**config.mk**
```make
export PLATFORM = sky130hd
export DESIGN_NAME = imem_spi_loader_flat
export DESIGN_NICKNAME = d
export VERILOG_FILES = /design/src/rtl/imem_spi_loader_if.sv /design/src/rtl/imem_spi_loader.sv /design/src/flat_wrapper.sv
export SDC_FILE = /design/constraint.sdc
export NUM_CORES = 1
export LEC_CHECK = 0
export ABC_AREA = 1
export ABC_CLOCK_PERIOD_IN_PS = 1900
export CORE_AREA = 2 2 90 92
export CTS_CLUSTER_DIAMETER = 50
export DETAILED_ROUTE_END_ITERATION = 6
export DIE_AREA = 0 0 92 94
export GPL_ROUTABILITY_DRIVEN = 0
export PLACE_DENSITY = 0.54
export SETUP_SLACK_MARGIN = 0.1
export SYNTH_ARGS = -nofsm -noshare
export SYNTH_HDL_FRONTEND = slang
export SYNTH_SLANG_ARGS = --single-unit
```
**constraint.sdc**
```tcl
create_clock -name clk -period 1.9 [get_ports clk]
set_clock_uncertainty 0.15 [all_clocks]
set_input_delay 0.285 -clock clk [delete_from_list [all_inputs] [get_ports clk]]
set_output_delay 0.285 -clock clk [all_outputs]
set_load 0.03 [all_outputs]
```
**src/rtl/imem_spi_loader_if.sv**
```systemverilog
// Pad-side serial pins plus the instruction-RAM write bus and loader status.
// The loader takes the master modport; the RAM/core side takes the slave modport.
interface imem_spi_loader_if #(
  parameter int ADDR_W = 4
);
  logic              sclk_in;
  logic              mosi_in;
  logic              cs_n_in;
  logic              wr_en;
  logic [ADDR_W-1:0] wr_addr;
  logic [15:0]       wr_data;
  logic              cpu_hold;
  logic              done;
  logic              err;
  logic [ADDR_W:0]   word_cnt;

  modport master (
    input  sclk_in, mosi_in, cs_n_in,
    output wr_en, wr_addr, wr_data, cpu_hold, done, err, word_cnt
  );

  modport slave (
    output sclk_in, mosi_in, cs_n_in,
    input  wr_en, wr_addr, wr_data, cpu_hold, done, err, word_cnt
  );
endinterface

```
**src/rtl/imem_spi_loader.sv**
```systemverilog
// Serial program loader for the instruction RAM; holds the CPU until a frame loads cleanly.
// Define IMEM_LOADER_CKSUM_EN to require a trailing XOR checksum byte after the last word.
module imem_spi_loader #(
  parameter int         DEPTH_WORDS = 16,
  parameter int         ADDR_W      = 4,
  parameter int         SYNC_STAGES = 2,
  parameter logic [7:0] CMD_LOAD    = 8'hA5
) (
  input  logic              clk,
  input  logic              rst_n,
  imem_spi_loader_if.master bus
);

`ifdef IMEM_LOADER_CKSUM_EN
  localparam bit CKSUM_EN = 1'b1;
`else
  localparam bit CKSUM_EN = 1'b0;
`endif

  localparam logic [ADDR_W:0] LAST_WORD = (ADDR_W+1)'(DEPTH_WORDS - 1);

  typedef enum logic [2:0] {IDLE, CMD, HI, LO, FULL, DONE, ERR, CKS} state_t;

  state_t                   state, state_nx;
  logic [SYNC_STAGES-1:0]   sclk_sync, mosi_sync, cs_sync;
  logic                     sclk_d, cs_d;
  logic                     sclk_s, mosi_s, cs_s;
  logic                     sclk_rise, cs_fall, cs_rise;
  logic [7:0]               shreg;
  logic [2:0]               bit_cnt;
  logic [7:0]               byte_val;
  logic                     byte_done;
  logic                     frame_start, has_word;
  logic                     wr_go_p0, wr_en_p1;
  logic [ADDR_W-1:0]        wr_addr_q;
  logic [15:0]              wr_data_q;
  logic [ADDR_W:0]          word_cnt_q;
  logic [7:0]               cks_acc;

  // Stage: pad synchronisers and edge detectors
  always_ff @(posedge clk or negedge rst_n) begin
    if (!rst_n) begin
      sclk_sync <= '0;
      mosi_sync <= '0;
      cs_sync   <= '1;
      sclk_d    <= 1'b0;
      cs_d      <= 1'b1;
    end else begin
      sclk_sync <= {sclk_sync[SYNC_STAGES-2:0], bus.sclk_in};
      mosi_sync <= {mosi_sync[SYNC_STAGES-2:0], bus.mosi_in};
      cs_sync   <= {cs_sync[SYNC_STAGES-2:0], bus.cs_n_in};
      sclk_d    <= sclk_s;
      cs_d      <= cs_s;
    end
  end

  assign sclk_s    = sclk_sync[SYNC_STAGES-1];
  assign mosi_s    = mosi_sync[SYNC_STAGES-1];
  assign cs_s      = cs_sync[SYNC_STAGES-1];
  assign sclk_rise = sclk_s & ~sclk_d & ~cs_s;
  assign cs_fall   = ~cs_s & cs_d;
  assign cs_rise   = cs_s & ~cs_d;

  // Stage: byte assembly, MSB first
  always_ff @(posedge clk or negedge rst_n) begin
    if (!rst_n) begin
      shreg   <= '0;
      bit_cnt <= '0;
    end else if (cs_s) begin
      bit_cnt <= '0;
    end else if (sclk_rise) begin
      shreg   <= byte_val;
      bit_cnt <= bit_cnt + 3'd1;
    end
  end

  assign byte_val    = {shreg[6:0], mosi_s};
  assign byte_done   = sclk_rise && (bit_cnt == 3'd7);
  assign frame_start = cs_fall && (state == IDLE || state == DONE || state == ERR);
  // A write still in flight counts as a completed word for the boundary check.
  assign has_word    = (word_cnt_q != '0) || wr_go_p0 || wr_en_p1;

  always_ff @(posedge clk or negedge rst_n) begin
    if (!rst_n) state <= IDLE;
    else        state <= state_nx;
  end

  always_comb begin
    state_nx = state;
    case (state)
      IDLE, DONE, ERR: if (cs_fall) state_nx = CMD;
      CMD: begin
        if (cs_rise)        state_nx = ERR;
        else if (byte_done) state_nx = (byte_val == CMD_LOAD) ? HI : ERR;
      end
      HI: begin
        if (cs_rise)        state_nx = (!CKSUM_EN && has_word && bit_cnt == 3'd0) ? DONE : ERR;
        else if (byte_done) state_nx = LO;
      end
      LO: begin
        if (cs_rise)        state_nx = ERR;
        else if (byte_done) state_nx = (word_cnt_q != LAST_WORD) ? HI : (CKSUM_EN ? CKS : FULL);
      end
      CKS: begin
        if (cs_rise)        state_nx = ERR;
        else if (byte_done) state_nx = (byte_val == cks_acc) ? FULL : ERR;
      end
      FULL: if (cs_rise) state_nx = DONE;
      default: state_nx = IDLE;
    endcase
  end

  always_comb begin
    bus.done     = (state == DONE);
    bus.err      = (state == ERR);
    bus.cpu_hold = (state != DONE);
  end

  // Stage: word latch -> write strobe -> count update, one clk apart
  always_ff @(posedge clk or negedge rst_n) begin
    if (!rst_n) begin
      wr_go_p0   <= 1'b0;
      wr_en_p1   <= 1'b0;
      wr_addr_q  <= '0;
      wr_data_q  <= '0;
      word_cnt_q <= '0;
      cks_acc    <= '0;
    end else begin
      wr_go_p0 <= byte_done && (state == LO);
      wr_en_p1 <= wr_go_p0;
      if (wr_go_p0) wr_addr_q <= word_cnt_q[ADDR_W-1:0];
      if (byte_done && state == HI) begin
        wr_data_q[15:8] <= byte_val;
        cks_acc         <= cks_acc ^ byte_val;
      end
      if (byte_done && state == LO) begin
        wr_data_q[7:0] <= byte_val;
        cks_acc        <= cks_acc ^ byte_val;
      end
      if (frame_start) begin
        word_cnt_q <= '0;
        cks_acc    <= '0;
      end else if (wr_en_p1) begin
        word_cnt_q <= word_cnt_q + (ADDR_W+1)'(1);
      end
    end
  end

  assign bus.wr_en    = wr_en_p1;
  assign bus.wr_addr  = wr_addr_q;
  assign bus.wr_data  = wr_data_q;
  assign bus.word_cnt = word_cnt_q;

endmodule
```
**src/flat_wrapper.sv**
```systemverilog
// flat-port wrapper written by rule: the top's interface ports become plain ports
module imem_spi_loader_flat 
#(
  parameter int         DEPTH_WORDS = 16,
  parameter int         ADDR_W      = 4,
  parameter int         SYNC_STAGES = 2,
  parameter logic [7:0] CMD_LOAD    = 8'hA5
)
  (clk, rst_n, bus_sclk_in, bus_mosi_in, bus_cs_n_in, bus_wr_en, bus_wr_addr, bus_wr_data, bus_cpu_hold, bus_done, bus_err, bus_word_cnt);
  imem_spi_loader_if #(.ADDR_W(ADDR_W)) bus_i ();
  input  logic clk;
  input  logic rst_n;
  input wire logic [$bits(bus_i.sclk_in)-1:0] bus_sclk_in;
  input wire logic [$bits(bus_i.mosi_in)-1:0] bus_mosi_in;
  input wire logic [$bits(bus_i.cs_n_in)-1:0] bus_cs_n_in;
  output wire logic [$bits(bus_i.wr_en)-1:0] bus_wr_en;
  output wire logic [$bits(bus_i.wr_addr)-1:0] bus_wr_addr;
  output wire logic [$bits(bus_i.wr_data)-1:0] bus_wr_data;
  output wire logic [$bits(bus_i.cpu_hold)-1:0] bus_cpu_hold;
  output wire logic [$bits(bus_i.done)-1:0] bus_done;
  output wire logic [$bits(bus_i.err)-1:0] bus_err;
  output wire logic [$bits(bus_i.word_cnt)-1:0] bus_word_cnt;
  assign bus_i.sclk_in = bus_sclk_in;
  assign bus_i.mosi_in = bus_mosi_in;
  assign bus_i.cs_n_in = bus_cs_n_in;
  assign bus_wr_en = bus_i.wr_en;
  assign bus_wr_addr = bus_i.wr_addr;
  assign bus_wr_data = bus_i.wr_data;
  assign bus_cpu_hold = bus_i.cpu_hold;
  assign bus_done = bus_i.done;
  assign bus_err = bus_i.err;
  assign bus_word_cnt = bus_i.word_cnt;
  imem_spi_loader #(.DEPTH_WORDS(DEPTH_WORDS), .ADDR_W(ADDR_W), .SYNC_STAGES(SYNC_STAGES), .CMD_LOAD(CMD_LOAD)) u_core (.clk(clk), .rst_n(rst_n), .bus(bus_i));
endmodule
```
=== Word level (Yosys, flattened, before mapping) ===
Index checks and enable logic that the tools add are counted.

* Bits in registers: 56
* Bits in latches: 0
* Memory bits (writable): 0
* ROM bits: 0
* Output and inout bits: 29
* Logic and storage cells: 83
* Memories: 0

* $add $sub $neg: 2
* $mul: 0
* Div/mod/pow operators: 0
* Magnitude comparators: 0
* Equal/unequal tests: 18
* Shift-type cells: 0
* Multiplexer cells: 22
* Bitwise logic cells: 8
* Reduce and logical (&&, ||, !) cells: 18

{| class="wikitable"
|+ Operators with widths
! kind !! number
|-
| 3-bit two-way mux || 14
|-
| 8-bit two-way mux || 3
|-
| 3-bit one-hot mux with 6 select lines || 1
|-
| 3-bit == test (second input constant) || 5
|-
| 3-bit by 1-bit inequality test with 1-bit output (second input constant) || 4
|-
| 5-bit two-way mux || 2
|-
| 8-bit == test || 1
|-
| 8-bit == test (second input constant) || 1
|-
| 8-bit bitwise XOR || 1
|-
| 3-bit by 2-bit == test with 1-bit output (second input constant) || 2
|-
| 3-bit zero test || 2
|-
| 6-bit AND reduction || 1
|-
| 5-bit by 1-bit adder with 5-bit output (second input constant) || 1
|-
| 1-bit logical AND || 5
|-
| 5-bit by 4-bit inequality test with 1-bit output (second input constant) || 1
|-
| 5-bit nonzero test || 1
|-
| 1-bit AND || 4
|-
| 1-bit logical OR || 4
|-
| 2-bit two-way mux || 2
|-
| 2-bit by 1-bit inequality test with 1-bit output (second input constant) || 2
|-
| 2-bit nonzero test || 2
|-
| 3-bit by 1-bit adder with 3-bit output (second input constant) || 1
|-
| 3-bit by 1-bit == test with 1-bit output (second input constant) || 1
|-
| 3-bit inequality test (second input constant) || 1
|-
| other kinds (4) || 6
|}

=== Logic depth before layout (Yosys ltp) ===
Gate-level depths: netlist (run 1).

* Word-level depth: 8
* Mapped depth: 11
* Depth with buffers taken out: 11

=== Least setup slack after synthesis (run 1) ===
Ideal clock, no wire load.

* Path kind: register to register
* Start: register u_core.word_cnt_q[0], in the netlist u_core.bus.word_cnt[0]
* End: register u_core.state[1]
* Library setup time: 116 ps
* Data arrival time: 1509 ps
* Data required time: 1634 ps
* Slack: 125 ps
* Cell stages (with the launch flop): 12
* Cell sequence: dfrtp_1 -> ha_1 -> nand2_1 -> nor2_1 -> ha_1 -> inv_1 -> o21ai_0 -> nand2_1 -> a21oi_1 -> nand2_1 -> nand2_1 -> nand2_1

* Word-level cells in the longest chain between the ends: 7
* Elaborated cells between the ends (all ways): 11
* Classes of those cells: 1 x eq/ne; 6 x mux; 4 x reduce/logical

{| class="wikitable"
|+ Ends and longest elaborated chain
! item !! line !! text
|-
| from (decl) || imem_spi_loader.sv:37 || <nowiki>logic [ADDR_W:0] word_cnt_q;</nowiki>
|-
| from (signal assigned) || imem_spi_loader.sv:144 || <nowiki>word_cnt_q <= word_cnt_q + (ADDR_W+1)'(1);</nowiki>
|-
| 5-bit nonzero test || imem_spi_loader.sv:81 || <nowiki>assign has_word = (word_cnt_q != '0) || wr_go_p0 || wr_en_p1;</nowiki>
|-
| 1-bit logical OR (2 in series) || imem_spi_loader.sv:81 ||
|-
| 1-bit logical AND || imem_spi_loader.sv:97 || <nowiki>if (cs_rise) state_nx = (!CKSUM_EN && has_word && bit_cnt == 3'd0) ? DONE : ERR;</nowiki>
|-
| 2-bit two-way mux || imem_spi_loader.sv:97 ||
|-
| 3-bit two-way mux || imem_spi_loader.sv:97 ||
|-
| 3-bit one-hot mux with 6 select lines (*) || imem_spi_loader.sv:90 || <nowiki>case (state)</nowiki>
|-
| to (signal assigned) || imem_spi_loader.sv:85 || <nowiki>else state <= state_nx;</nowiki>
|-
| to (decl) || imem_spi_loader.sv:24 || <nowiki>state_t state, state_nx;</nowiki>
|}

Every way passes the cells marked *; elsewhere a longest branch is shown, timed or not. The select of a mux whose other input is x is not followed.
A chain may end at the register's enable or synchronous reset.

=== Worst setup path after layout (run 1) ===
* Start: register u_core.state[0]
* End: output port bus_err

* Word-level cells in the longest chain between the ends: 1

{| class="wikitable"
|+ Ends and longest elaborated chain
! item !! line !! text
|-
| 3-bit == test || imem_spi_loader.sv:115 || <nowiki>bus.err = (state == ERR);</nowiki>
|-
| to (decl) || flat_wrapper.sv:21 || <nowiki>output wire logic [$bits(bus_i.err)-1:0] bus_err;</nowiki>
|}

Every way passes these cells.

==> results of run 1 <==
-- critical path, cell delays in order (launching register included) --
cell     delay, ns
dfrtp_1       0.39
buf_4         0.17
inv_2         0.08
nand2_2       0.07
nor2_1        0.09
buf_4         0.16
-- layout by cell type, fill, tap and decap left out, drive strengths merged --
cell / synthesis / layout
buf: 4 / 14
a21oi: 8 / 8
xor2: 4 / 4
dlygate4sd2: 0 / 10
clkdlybuf4s50: 0 / 3
nand3: 14 / 14
inv: 40 / 41
dfstp: 3 / 3
or2: 1 / 1
nor2: 23 / 23
nor3: 3 / 3
clkbuf: 2 / 7
ha: 6 / 6
dfrtp: 53 / 53
dlygate4sd3: 0 / 1
o21ai: 39 / 39
dlymetal6s2s: 0 / 16
o22ai: 3 / 3
nand4: 5 / 5
nand2: 81 / 81
clkinv: 1 / 2
-- sequential cells by signal (all words and copies together) (netlist names), 2 cells and up --
register             count
u_core.bit_cnt           3
u_core.bus.word_cnt      5
u_core.bus.wr_addr       4
u_core.bus.wr_data      16
u_core.cks_acc           8
u_core.cs_sync           2
u_core.mosi_sync         2
u_core.sclk_sync         2
u_core.shreg             7
u_core.state             3
-- through the flow --
step                hold WS [ns]  cells  cell area [sq um]
detailed placement       0.09503    428               3123
global placement         0.09186    428               3123
finish                    0.2088    439               3278
global route              0.1991    439               3278
CTS                       0.2110    437               3216
floorplan                -0.1606    290               2635
-- logic make-up after synthesis --
group	Yosys count	share of synthesized area, %
buf+inv	47	8.072
flops	56	53.32
simple gates	127	22.36
compound gates	50	12.06
xor+xnor	4	1.329
fa+ha+maj	6	2.849
-- layout make-up --
type	count	area, sq um
clock buffers	6	82.58
repair buffers	45	460.4
multi-input cells	187	1028
well taps	102	127.6
inverters	41	160.2
fillers	767	4329
clock inverters	2	13.76
flip-flops and latches	56	1405
-- cells in the mapped netlist (all sizes together) --
cell type / n / share of area, %
or2: 1 / 0.33
dfrtp: 53 / 50
clkinv: 1 / 0.19
buf: 4 / 1.7
dfstp: 3 / 3.0
nor3: 3 / 1.0
clkbuf: 2 / 0.29
nand4: 5 / 1.2
nor2: 23 / 3.7
inv: 40 / 5.9
xor2: 4 / 1.3
nand2: 81 / 12
ha: 6 / 2.8
o21ai: 39 / 9.7
o22ai: 3 / 0.71
nand3: 14 / 4.0
a21oi: 8 / 1.7
-- repair_timing --
action,in CTS,in global routing
endpoints found under the setup margin,11,21
gates cloned,0,0
hold buffers,1,0
pin swaps,0,6
setup buffers,0,2
endpoints found under the hold margin,15,0
resized for setup,11,24
-- power by group --
part | internal, mW | switching (mW)
combinational | 0.310 | 0.588
clock | 0.299 | 0.399
sequential | 1.27 | 0.0620
-- final timing paths --
check	startpoint	to	depth (start not counted)
setup / recovery	u_core.state[0]$_DFFE_PN0P_	bus_err	5
hold / removal	u_core.sclk_sync[0]$_DFF_PN0_	u_core.sclk_sync[1]$_DFF_PN0_	0
setup reg to reg	u_core.bus.word_cnt[1]$_DFFE_PN0P_	u_core.state[1]$_DFFE_PN0P_	11
hold reg to reg	u_core.sclk_sync[0]$_DFF_PN0_	u_core.sclk_sync[1]$_DFF_PN0_	0
max in group asynchronous	rst_n	u_core.cs_sync[0]$_DFF_PN1_	3
min in group asynchronous	rst_n	u_core.cks_acc[0]$_DFFE_PN0P_	2
-- layer usage --
layer	vias up	track usage, %
li1	1012	-
met3	10	3.371
met2	48	22.18
met4	0	4.478
met5	-	0
met1	965	18.30
==> summary.md, run 1 <==
| Metric | Value |
|---|---|
| Rows | 32 |
| First-pass GRT wire length | 9501 microns |
| Syn Inst Count | 290 |
| F_max | 590.7 MHz |
| M1 wire length | 2564 microns |
| Final worst slack | 0.2072 ns |
| CTS tree | built |
| Tcrit/Tclk final | 89.10% |
| Worst slew pin tran | 0.4219 ns |
| Leak Pwr | 1.876 nW |
| Clock Tree Buf Depth | 2 |
| Dpl ws | 0.1812 ns |
| Status | complete, no violations |
| Drt wl/cell | 12.52 microns |
| Core Util, Final | 43.09% |
| Drt first-iter violations | 59 |
| TritonCTS Buffers | 5 |
| Fin. Hold Viols | 0 |
| Die ar. | 0.008648 sq mm |
| Die H | 94 microns |
| Crit path kind | reg2out |
| HP Class | reg2reg |
| DRT Pass-1 Iters | 4 |
| Pwr Total | 2.927 mW |
| Maximum vdd drop | 0.4002 mV |
| Startpoint Class | register |
| CP arrival | 1.26 ns |
| Global route total overflow | 0 |
| Sum of negative setup slack | 0 ns |
| CP endpoint kind | primary output |
| Yosys cell types | 30 |
| Flops & latches, synth | 56 |
| Max_slew headroom | 71.87% |
| Final WL | 5495 microns |
| Post-Syn Area per Cell | 9.086 sq um |
| Worst EP required | 1.46 ns |
| Clock transition at path regs | 0.10 ns |
| Initial antenna violation count | 0 |
| Mapped cell area | 0.002635 sq mm |
| Register area share after synthesis | 53.32% |
| Met2 WL | 2566 microns |
| Max FO, Critical Path | 7 |
| DRC | 0 |
| Num ports | 34 |
| Final setup viols | 0 |
| Min cycle time layout | 1.693 ns |
| Clk root buf | clkbuf_8 |
| Maxcap violations | 0 |
| Worst R2R Setup Slack | 0.23 ns |
| Core ar. | 0.007607 sq mm |
| Port bufs | 33 |
| Synth Warn # | 0 |
| Share of cells above drive strength 1 | 19.88% |
| NumNets Final | 347 |
| # clock sinks | 56 |
| Antenna Nets Post-Route | 0 |
| Pwr dens | 892.9 mW/mm^2 |
| Initial core utilization | 34.64% |
| Largest net degree at the start of global routing | 42 |
| GRT Util Overall | 13.76% |
| Worst-Skew Late Latency | 0.31 ns |
| Met3 WL | 275 microns |
| Highest metal used | met4 |
| Antenna diodes | 0 |
| Die width | 92 microns |
| Via count | 2035 |
| Vias per std cell | 4.636 |
| Number of H-tree levels | 2 |
| RSZ-0062 raised after global routing | false |
| Placed wire-length estimate | 4023 microns |
| Syn Nets | 301 |
| Vias in the first global route | 2041 |
| Count of final max-slew check failures | 0 |
| Layout area overhead | 24.41% |
Note: power is estimated with default switching activity, not from simulation.
==> run 2: changes to the inputs <==
- CTS_CLUSTER_DIAMETER: 50 -> 60
==> results of run 2 <==
Final layout, timing and power as in run 1 (identical DEF).
==> run 3: changes to the inputs <==
- CAP_MARGIN: not set -> 20
- CORE_AREA: 2 2 90 92 -> 10 10 81 83
- DIE_AREA: 0 0 92 94 -> 0 0 91 93
- PLACE_DENSITY: 0.54 -> 0.77
==> run 3 against run 2 <==
First-iteration DRC count grew 41%; maximum frequency shrank 1.6%; highest routed layer unchanged; sequential power is essentially flat; critical endpoint unchanged; critical path type unchanged; setup slack lost 0.027 ns.
==> summary.md, run 3 (synthesis results as in run 1) <==
| Metric | Value |
|---|---|
| TritonCTS Buffers | 5 (unchanged) |
| CP arrival | 1.28 ns (+0.02 ns) |
| Worst slew pin tran | 0.4734 ns (+0.05148 ns) |
| Drt wl/cell | 13.56 microns (+8.4%) |
| # clock sinks | 56 (unchanged) |
| Startpoint Class | register |
| Global route total overflow | 0 (unchanged) |
| Initial antenna violation count | 0 (unchanged) |
| Status | complete, no violations |
| Core ar. | 0.005010 sq mm (-34%) |
| Fill cells | 452 (-41%) |
| Antenna Nets Post-Route | 0 (unchanged) |
| Num ports | 34 (unchanged) |
| Count of final max-slew check failures | 0 (unchanged) |
| Final WL | 5493 microns (about the same) |
| Clock Tree Buf Depth | 2 (unchanged) |
| F_max | 581.4 MHz (-1.6%) |
| DRC | 0 (unchanged) |
| Buf/Inv on CP | 3 (unchanged) |
| Crit-path slowest cell | dfrtp_1 |
| Clock transition at path regs | 0.10 ns (about the same) |
| Port bufs | 33 (unchanged) |
| Number of H-tree levels | 2 (unchanged) |
| HP Class | reg2reg |
| Die ar. | 0.008463 sq mm (-2.1%) |
| Pwr Total | 2.859 mW (-2.3%) |
| Top delay family on crit path | buffers and inverters |
| Leading cell types in the layout, fill and taps excluded | nand2_1 (76), dfrtp_1 (53), inv_1 (33) |
| Layout area overhead | 21.04% |
| Clk root buf | clkbuf_8 |
| DRT Pass-1 Iters | 4 (unchanged) |
| Vias in the first global route | 2090 (+2.4%) |
| Pwr dens | 896.4 mW/mm^2 (+0.39%) |
| Crit path kind | reg2out |
| Sum of negative setup slack | 0 ns (unchanged) |
| CP endpoint kind | primary output |
| Worst-Skew Late Latency | 0.31 ns (about the same) |
| NumNets Final | 345 (-0.58%) |
| Max FO, Critical Path | 7 (unchanged) |
| Leak Pwr | 1.773 nW (-5.5%) |
| CTS tree | built |
| CP most frequent cell | buf_4 |
| Drt first-iter violations | 83 (+41%) |
| First-pass GRT wire length | 9508 microns (about the same) |
| Die H | 93 microns (-1.1%) |
| Vias per std cell | 4.919 (+6.1%) |
| Largest net degree at the start of global routing | 39 (-7.1%) |
| Placed wire-length estimate | 4145 microns (+3.0%) |
| GRT Util Overall | 13.49% (-0.27 points) |
| Maxcap violations | 0 (unchanged) |
| Antenna diodes | 0 (unchanged) |
| Initial core utilization | 52.60% (+18 points) |
| Via count | 1992 (-2.1%) |
| Tcrit/Tclk final | 90.52% (+1.4 points) |
| Share of cells above drive strength 1 | 18.51% (-1.4 points) |
| Commonest non-fill, non-tap cell in the layout | nand2_1 |
| Crit-path max cell delay | 0.41 ns (+0.02 ns) |
| Die width | 91 microns (-1.1%) |
| Fin. Hold Viols | 0 (unchanged) |
| WHS | 0.2065 ns (-0.002287 ns) |
| Max FFs per register | 16 (unchanged) |
| Rows | 26 (-19%) |
| RSZ-0062 raised after global routing | true |
| Cells along the critical path | buf_4, inv_2, nand2_2, nor2_1, buf_4 |
| Final setup viols | 0 (unchanged) |
| Max_slew headroom | 68.44% (-3.4 points) |
| Maximum vdd drop | 0.5469 mV (+37%) |
| Worst EP required | 1.46 ns (about the same) |
| Min cycle time layout | 1.720 ns (+0.02710 ns) |
## run 3: worst reg2reg max path, stage by stage (launching register included)
cell and delay (ns):
dfstp_2 0.55, inv_1 0.04, nor2_1 0.30, nand3_4 0.22, nand2_4 0.18, clkinv_2 0.07
nand2_1 0.05, nand2_1 0.04
## run 3: path summary, 6_finish.rpt
check | from | endpoint | slack [ns] | cells past startpoint
hold / removal | u_core.mosi_sync[0]$_DFF_PN0_ | u_core.mosi_sync[1]$_DFF_PN0_ | 0.21 | 0
setup reg to reg | u_core.cs_d$_DFF_PN1_ | u_core.cks_acc[7]$_DFFE_PN0P_ | 0.20 | 7
min in group asynchronous | rst_n | u_core.bus.word_cnt[2]$_DFFE_PN0P_ | 0.31 | 2
setup / recovery | u_core.state[0]$_DFFE_PN0P_ | bus_err | 0.18 | 5
hold reg to reg | u_core.mosi_sync[0]$_DFF_PN0_ | u_core.mosi_sync[1]$_DFF_PN0_ | 0.21 | 0
max in group asynchronous | rst_n | u_core.cs_sync[1]$_DFF_PN1_ | 0.67 | 3
## run 3: cell type report
type	instances	area, sq um	share of cell area (%)
flip-flops and latches	56	1405	44.06
multi-input cells	187	1028	32.25
inverters	41	160.2	5.022
clock buffers	7	76.32	2.393
repair buffers	43	422.9	13.26
clock inverters	1	8.758	0.2746
well taps	70	87.58	2.746
## run 3: per-layer routing
metal	global-route usage [%]	wire length (microns)
met2	22.85	2601
met4	4.961	96
met5	0	0
met1	15.41	2410
met3	4.876	384
## run 3: per-stage QoR
step	instances	worst slack [ns]	util (%)	area, sq um
floorplan	290	0.1249	-	2635
global placement	394	0.2075	61.24	3068
detailed placement	394	0.1654	61.24	3068
CTS	403	0.07657	62.71	3142
global route	405	0.03988	63.66	3189
finish	405	0.1801	63.66	3189
## run 3: repair_timing
item,4_1_cts,5_1_grt
pin swaps,0,1
hold endpoints to repair,18,0
setup endpoints to repair,17,14
setup buffers,0,2
resized for setup,17,17
hold buffers,1,0
## run 3: report_power, final
part	total, mW	leakage, nW	internal, mW	switching [mW]
Sequential	1.33	0.750	1.27	0.0647
Clock	0.648	0.0428	0.267	0.381
Combinational	0.876	0.980	0.297	0.579
